**config.mk**
```make
export PLATFORM = sky130hd
export DESIGN_NAME = bcd2bin_rr_arbiter
export DESIGN_NICKNAME = d
export VERILOG_FILES = /design/src/rtl/bcd2bin_rr_arbiter.sv
export SDC_FILE = /design/constraint.sdc
export NUM_CORES = 1
export LEC_CHECK = 0
export CAP_MARGIN = 5
export CELL_PAD_IN_SITES_DETAIL_PLACEMENT = 1
export CELL_PAD_IN_SITES_GLOBAL_PLACEMENT = 2
export CORE_MARGIN = 4
export CORE_UTILIZATION = 26
export DETAILED_ROUTE_END_ITERATION = 12
export HOLD_SLACK_MARGIN = 0.06
export PLACE_DENSITY = 0.95
export SYNTH_ARGS = -nofsm -noshare
export SYNTH_HDL_FRONTEND = slang
export SYNTH_SLANG_ARGS = --single-unit
```
**constraint.sdc**
```tcl
create_clock -name i_clk -period 4.5 [get_ports i_clk]
set_clock_uncertainty 0.15 [all_clocks]
set_input_delay 0.9 -clock i_clk [delete_from_list [all_inputs] [get_ports i_clk]]
set_output_delay 0.9 -clock i_clk [all_outputs]
set_load 0.01 [all_outputs]
```
**src/rtl/bcd2bin_rr_arbiter.sv**
```systemverilog
// -----------------------------------------------------------------------------
// bcd2bin_rr_arbiter
//   Shares a single 2-digit BCD-to-binary converter between N_REQ clients.
//   A round-robin arbiter picks one requesting client, the digits are checked,
//   the converter start/ready/done handshake is sequenced, and the result is
//   returned to the winner with a one-cycle one-hot ack. A watchdog aborts a
//   conversion that does not finish within TIMEOUT cycles of entering WAIT.
//
// Ports
//   i_clk            system clock, all logic on rising edge
//   i_reset          synchronous, active-high reset
//   i_req            level request per client, held until own ack
//   i_bcd1_in        tens digits, client i at [4i+3:4i]
//   i_bcd0_in        units digits, client i at [4i+3:4i]
//   o_ack            one-hot, one-cycle pulse: result for client i valid
//   o_err            qualifies o_ack: bad digit or watchdog timeout
//   o_result         binary result valid with o_ack (0 on error), held otherwise
//   o_busy           high in every state except IDLE
//   o_conv_start     one-cycle start pulse to the converter
//   o_conv_bcd1      tens digit to converter (registered)
//   o_conv_bcd0      units digit to converter (registered)
//   i_conv_ready     converter idle / ready
//   i_conv_done_tick converter finished, i_conv_bin valid this cycle
//   i_conv_bin       converter result
// -----------------------------------------------------------------------------
module bcd2bin_rr_arbiter #(
    parameter int N_REQ   = 4,
    parameter int TIMEOUT = 15
) (
    input  logic               i_clk,
    input  logic               i_reset,
    input  logic [N_REQ-1:0]   i_req,
    input  logic [4*N_REQ-1:0] i_bcd1_in,
    input  logic [4*N_REQ-1:0] i_bcd0_in,
    output logic [N_REQ-1:0]   o_ack,
    output logic               o_err,
    output logic [6:0]         o_result,
    output logic               o_busy,
    output logic               o_conv_start,
    output logic [3:0]         o_conv_bcd1,
    output logic [3:0]         o_conv_bcd0,
    input  logic               i_conv_ready,
    input  logic               i_conv_done_tick,
    input  logic [6:0]         i_conv_bin
);

    localparam int IW = $clog2(N_REQ);
    localparam int CW = $clog2(TIMEOUT + 1);
    localparam logic [IW-1:0] LAST_RST = IW'(N_REQ - 1);
    localparam logic [CW-1:0] CNT_LAST = CW'(TIMEOUT - 1);

    typedef enum logic [2:0] {
        S_IDLE  = 3'd0,
        S_START = 3'd1,
        S_WAIT  = 3'd2,
        S_ACK   = 3'd3,
        S_FAIL  = 3'd4
    } state_t;

    // A BCD digit is legal only in the range 0..9.
    function automatic logic digit_ok(input logic [3:0] d);
        return (d <= 4'd9);
    endfunction

    // One-hot vector with a single bit set at position idx.
    function automatic logic [N_REQ-1:0] onehot(input logic [IW-1:0] idx);
        logic [N_REQ-1:0] v;
        v      = '0;
        v[idx] = 1'b1;
        return v;
    endfunction

    state_t           r_state;
    state_t           w_state_nxt;
    logic [IW-1:0]    r_last;
    logic [IW-1:0]    r_winner;
    logic [CW-1:0]    r_count;
    logic [N_REQ-1:0] r_ack;
    logic             r_err;
    logic [6:0]       r_result;
    logic             r_busy;
    logic             r_conv_start;
    logic [3:0]       r_conv_bcd1;
    logic [3:0]       r_conv_bcd0;

    logic             w_found;
    logic             w_hit;
    logic [IW-1:0]    w_scan;
    logic [IW-1:0]    w_grant_idx;
    logic [3:0]       w_cand_bcd1;
    logic [3:0]       w_cand_bcd0;
    logic             w_grant;
    logic [IW-1:0]    w_fail_idx;

    // Round-robin scan: first asserted request starting just after r_last.
    always_comb begin
        w_found     = 1'b0;
        w_hit       = 1'b0;
        w_scan      = '0;
        w_grant_idx = r_last;
        for (int k = 1; k <= N_REQ; k++) begin
            // Wrap without a modulo so non-power-of-two N_REQ works.
            w_scan      = (int'(r_last) + k >= N_REQ) ? IW'(int'(r_last) + k - N_REQ)
                                                      : IW'(int'(r_last) + k);
            w_hit       = !w_found && i_req[w_scan];
            w_grant_idx = w_hit ? w_scan : w_grant_idx;
            w_found     = w_found | w_hit;
        end
    end

    // Digits of the candidate winner, checked before any launch.
    always_comb begin
        w_cand_bcd1 = i_bcd1_in[4*w_grant_idx +: 4];
        w_cand_bcd0 = i_bcd0_in[4*w_grant_idx +: 4];
    end

    // Next-state logic of the service sequencer.
    always_comb begin
        w_state_nxt = r_state;
        w_grant     = 1'b0;
        case (r_state)
            S_IDLE: begin
                if (w_found && i_conv_ready) begin
                    w_grant     = 1'b1;
                    w_state_nxt = (digit_ok(w_cand_bcd1) && digit_ok(w_cand_bcd0)) ? S_START : S_FAIL;
                end else begin
                    w_state_nxt = S_IDLE;
                end
            end
            S_START: w_state_nxt = S_WAIT;
            S_WAIT: begin
                // A done tick on the timeout cycle still wins.
                if (i_conv_done_tick) begin
                    w_state_nxt = S_ACK;
                end else if (r_count == CNT_LAST) begin
                    w_state_nxt = S_FAIL;
                end else begin
                    w_state_nxt = S_WAIT;
                end
            end
            S_ACK:   w_state_nxt = S_IDLE;
            S_FAIL:  w_state_nxt = S_IDLE;
            default: w_state_nxt = S_IDLE;
        endcase
    end

    // A FAIL straight out of IDLE has no latched winner yet.
    always_comb begin
        w_fail_idx = (r_state == S_IDLE) ? w_grant_idx : r_winner;
    end

    // State register, arbitration pointer, watchdog and registered outputs.
    always_ff @(posedge i_clk) begin
        if (i_reset) begin
            r_state      <= S_IDLE;
            r_last       <= LAST_RST;
            r_winner     <= '0;
            r_count      <= '0;
            r_ack        <= '0;
            r_err        <= 1'b0;
            r_result     <= 7'd0;
            r_busy       <= 1'b0;
            r_conv_start <= 1'b0;
            r_conv_bcd1  <= 4'd0;
            r_conv_bcd0  <= 4'd0;
        end else begin
            r_state      <= w_state_nxt;
            r_busy       <= (w_state_nxt != S_IDLE);
            r_conv_start <= (w_state_nxt == S_START);

            if (w_grant) begin
                r_winner    <= w_grant_idx;
                r_last      <= w_grant_idx;
                r_conv_bcd1 <= w_cand_bcd1;
                r_conv_bcd0 <= w_cand_bcd0;
            end

            if (r_state == S_START) begin
                r_count <= '0;
            end else if (r_state == S_WAIT) begin
                r_count <= r_count + 1'b1;
            end

            // ack/err pulse for one cycle; result holds between services.
            r_ack <= '0;
            r_err <= 1'b0;
            if (w_state_nxt == S_ACK) begin
                r_ack    <= onehot(r_winner);
                r_result <= i_conv_bin;
            end else if (w_state_nxt == S_FAIL) begin
                r_ack    <= onehot(w_fail_idx);
                r_err    <= 1'b1;
                r_result <= 7'd0;
            end
        end
    end

    assign o_ack        = r_ack;
    assign o_err        = r_err;
    assign o_result     = r_result;
    assign o_busy       = r_busy;
    assign o_conv_start = r_conv_start;
    assign o_conv_bcd1  = r_conv_bcd1;
    assign o_conv_bcd0  = r_conv_bcd0;

endmodule

```
==> flow_metrics.env <==
export IMPL_status="finished, final reports clean"
export IMPL_cts_setup_buffers=0
export IMPL_crit_chain="clkdlybuf4s50_1, o22ai_2, a221oi_4, mux4_1, o21ai_1, o22ai_1, o21ai_0"
export IMPL_cp_buffers_inverters=1
export IMPL_cap_viol_max_count=0
export IMPL_cts_tree="yes"
export IMPL_synth_seq_cells=33
export IMPL_hp_class="flop to flop"
export IMPL_ys_seq_area_frac=0.3815
export IMPL_fmaxAchievable_mhz=283.3
export IMPL_powerDensity_nw_per_um2=381.3
export IMPL_min_from="o_conv_bcd1[3]"
export IMPL_clock_sinks=33
export IMPL_antenna_found_initial=0
export IMPL_finalSetupTns_ns=0
export IMPL_dp_hpwl_um=4106
export IMPL_yosysTopAreaCellShare=0.3815
export IMPL_fin_nets=319
export IMPL_fillers=753
export IMPL_die_y_um=89.61
export IMPL_routed_via_density=5.017
export IMPL_synth_commonest_cells="dfxtp_1, nand2_1, a21oi_1"
export IMPL_cp_top_family="compound AO/OA/AOI/OAI gates"
export IMPL_cts_made_buffers=5
export IMPL_dp_cells=340
export IMPL_wire_per_inst_um=15.22
export IMPL_finalCritPeriodShare=0.7845
export IMPL_dieArea_um2=8030
export IMPL_synthArstFlopShare=0
export IMPL_reg2reg_from="r_last[1]"
export IMPL_drtAntennaViolNets=0
export IMPL_antennaDiodeCount=0
export IMPL_synth_edf_count=0
export IMPL_finalHoldViolations=0
export IMPL_dr_pass1_iters=4
export IMPL_cts_root_buf="clkbuf_8"
export IMPL_path_max_fanout=12
export IMPL_critPathKind="primary input to flop"
export IMPL_postSynthCellCount=205
export IMPL_clockBufferDepth=2
export IMPL_ios=69
export IMPL_synth_top_area_cell="dfxtp_1"
export IMPL_fp_dieW_um=89.61
export IMPL_fin_cells=348
export IMPL_cts_hold_buf=0
export IMPL_drtIter0Drc=27
export IMPL_grt_setup_unrepaired="false"
export IMPL_yosysWarnings=0
export IMPL_netlist_area_um2=1732
export IMPL_area_delta_synth_final_pct=48.05
export IMPL_rows=29
export IMPL_slew_headroom=0.4278
export IMPL_drc=0
export IMPL_ir_worst_vdd_mv=0.1232
export IMPL_critical_path_max_stage_delay_ns=0.66
export IMPL_yosysUniqueCellTypes=40
export IMPL_synth_avg_cell_area_um2=8.447
export IMPL_h_tree_depth=2
export IMPL_clk_pin_slew_ns=0.07
export IMPL_layout_drive_gt1_share=0.05535
export IMPL_synth_area_top_cells="dfxtp_1, mux4_1, nand2_1, a21oi_1, nor2_1"
export IMPL_core_area_um2=6422
export IMPL_worst_ep_arrival_time_ns=3.59
export IMPL_worst_pin_slew_ns=0.8556
export IMPL_slew_viol_final=0
export IMPL_grtUsageTotal=0.1398
export IMPL_syn_nets=254
export IMPL_finalSetupViolCount=0
export IMPL_start_util=0.2696
export IMPL_port_buffers=68
export IMPL_worstSetupStartpoint="i_req[0]"
export IMPL_gp_congestion=0.7431
export IMPL_endpoint_kind="flop"
export IMPL_wl_um=5298
export IMPL_cts_resized=0
export IMPL_yosys_cell_count_top_type="dfxtp_1"
export IMPL_grt_start_max_net_pins=24
export IMPL_overflow=0
export IMPL_slowest_stage="mux4_1"
export IMPL_required_ns=4.56
export IMPL_grt_pass1_wl_um=8659
export IMPL_clock_latency_ns=0.29
export IMPL_grt_pass1_vias=1801
export IMPL_leakagePower_nw=0.9412
export IMPL_worstSetupStartpointType="primary input"
export IMPL_fin_crit_ns=3.530
export IMPL_synthFlopType="dfxtp_1"
export IMPL_routed_via_count=1746
tightest hold or removal path, stage by stage, from the launching register on:
cell and delay (ns):
dfxtp_1 0.31, nand2_1 0.05, a21oi_1 0.05
metrics by stage:
step                      hold WS [ns]  setup slack, ns  power (mW)  cell area [um2]    util
after CTS                       0.3088           0.9538      0.9900             2564  0.3992
after global placement          0.2913           0.7659      0.7519             2477  0.3857
after detailed placement        0.3009           0.6438      0.7629             2477  0.3857
final                           0.3060           0.9699      0.9775             2564  0.3992
after global routing            0.3298           0.7398       1.049             2564  0.3992
after floorplan                 0.3261            1.620      0.6065             1732       -
worst paths after layout:
check	endpoint	slack, ns	cells after the start
setup reg to reg	o_result[3]	1.57	6
setup / recovery	o_result[3]	0.97	7
hold reg to reg	o_conv_bcd1[3]	0.31	2
hold / removal	o_conv_bcd1[3]	0.31	2
registers in the layout, summed over array words and instances (netlist names):
register	cells
o_ack	4
r_last	2
r_winner	2
o_conv_bcd0	4
o_conv_bcd1	4
o_err	1
o_busy	1
o_conv_start	1
o_result	7
r_state	3
r_count	4
where the power goes:
| part | total, mW | switching (mW) | leakage, nW | internal, mW |
|---|---|---|---|---|
| Sequential | 0.378 | 0.0448 | 0.269 | 0.333 |
| Combinational | 0.375 | 0.188 | 0.628 | 0.187 |
| Clock | 0.225 | 0.118 | 0.0439 | 0.107 |
| Total | 0.977 | 0.351 | 0.941 | 0.627 |
cell usage in the layout (no fill, tap or decap), types with 2 or more instances in the layout:
cell             count
a311oi_1             4
mux2i_1              4
nand2b_1             4
clkdlybuf4s50_1     68
a31oi_1              3
nand2_1             31
or3_1                2
mux4_1               5
a21oi_1             21
a2bb2oi_1            2
dfxtp_1             33
nor3b_1              2
nor2_1              18
and3_1               2
o21ai_1              2
o21ai_0             11
clkinv_2             2
nand3b_1             7
nand3_1              6
nor3_1               7
inv_1                6
and2_1               2
buf_4                2
clkbuf_8             5
nor2b_1              2
a211oi_1             2
ha_1                 2
per-layer routing:
metal,track usage,vias up,part of all wire
li1,-,868,-
met1,0.1671,813,0.44
met2,0.2427,60,0.47
met3,0.04015,5,0.077
met4,0.04060,0,0.010
met5,0,-,0
logic make-up (layout without fill, tap and decap cells):
family | after synthesis | after routing | share of synthesized area
DFF | 33 | 33 | 0.3815
buffers and inverters | 18 | 84 | 0.03974
and+or+nand+nor | 88 | 88 | 0.2493
xor gates and xnor gates | 1 | 1 | 0.005059
AOI/OAI and AO/OA | 53 | 53 | 0.1980
adders and majority gates | 2 | 2 | 0.01445
muxes | 10 | 10 | 0.1120
final cells by class:
type,instances,area (um2),share of cell area
multi-input combinational,154,1002,0.3909
timing repair buffer,70,695.7,0.2714
sequential,33,660.6,0.2577
tap,77,96.34,0.03758
clock buffer,5,68.82,0.02684
inverter,6,22.52,0.008785
clock inverter,3,17.52,0.006833
Power figures use the tool's default switching activity.
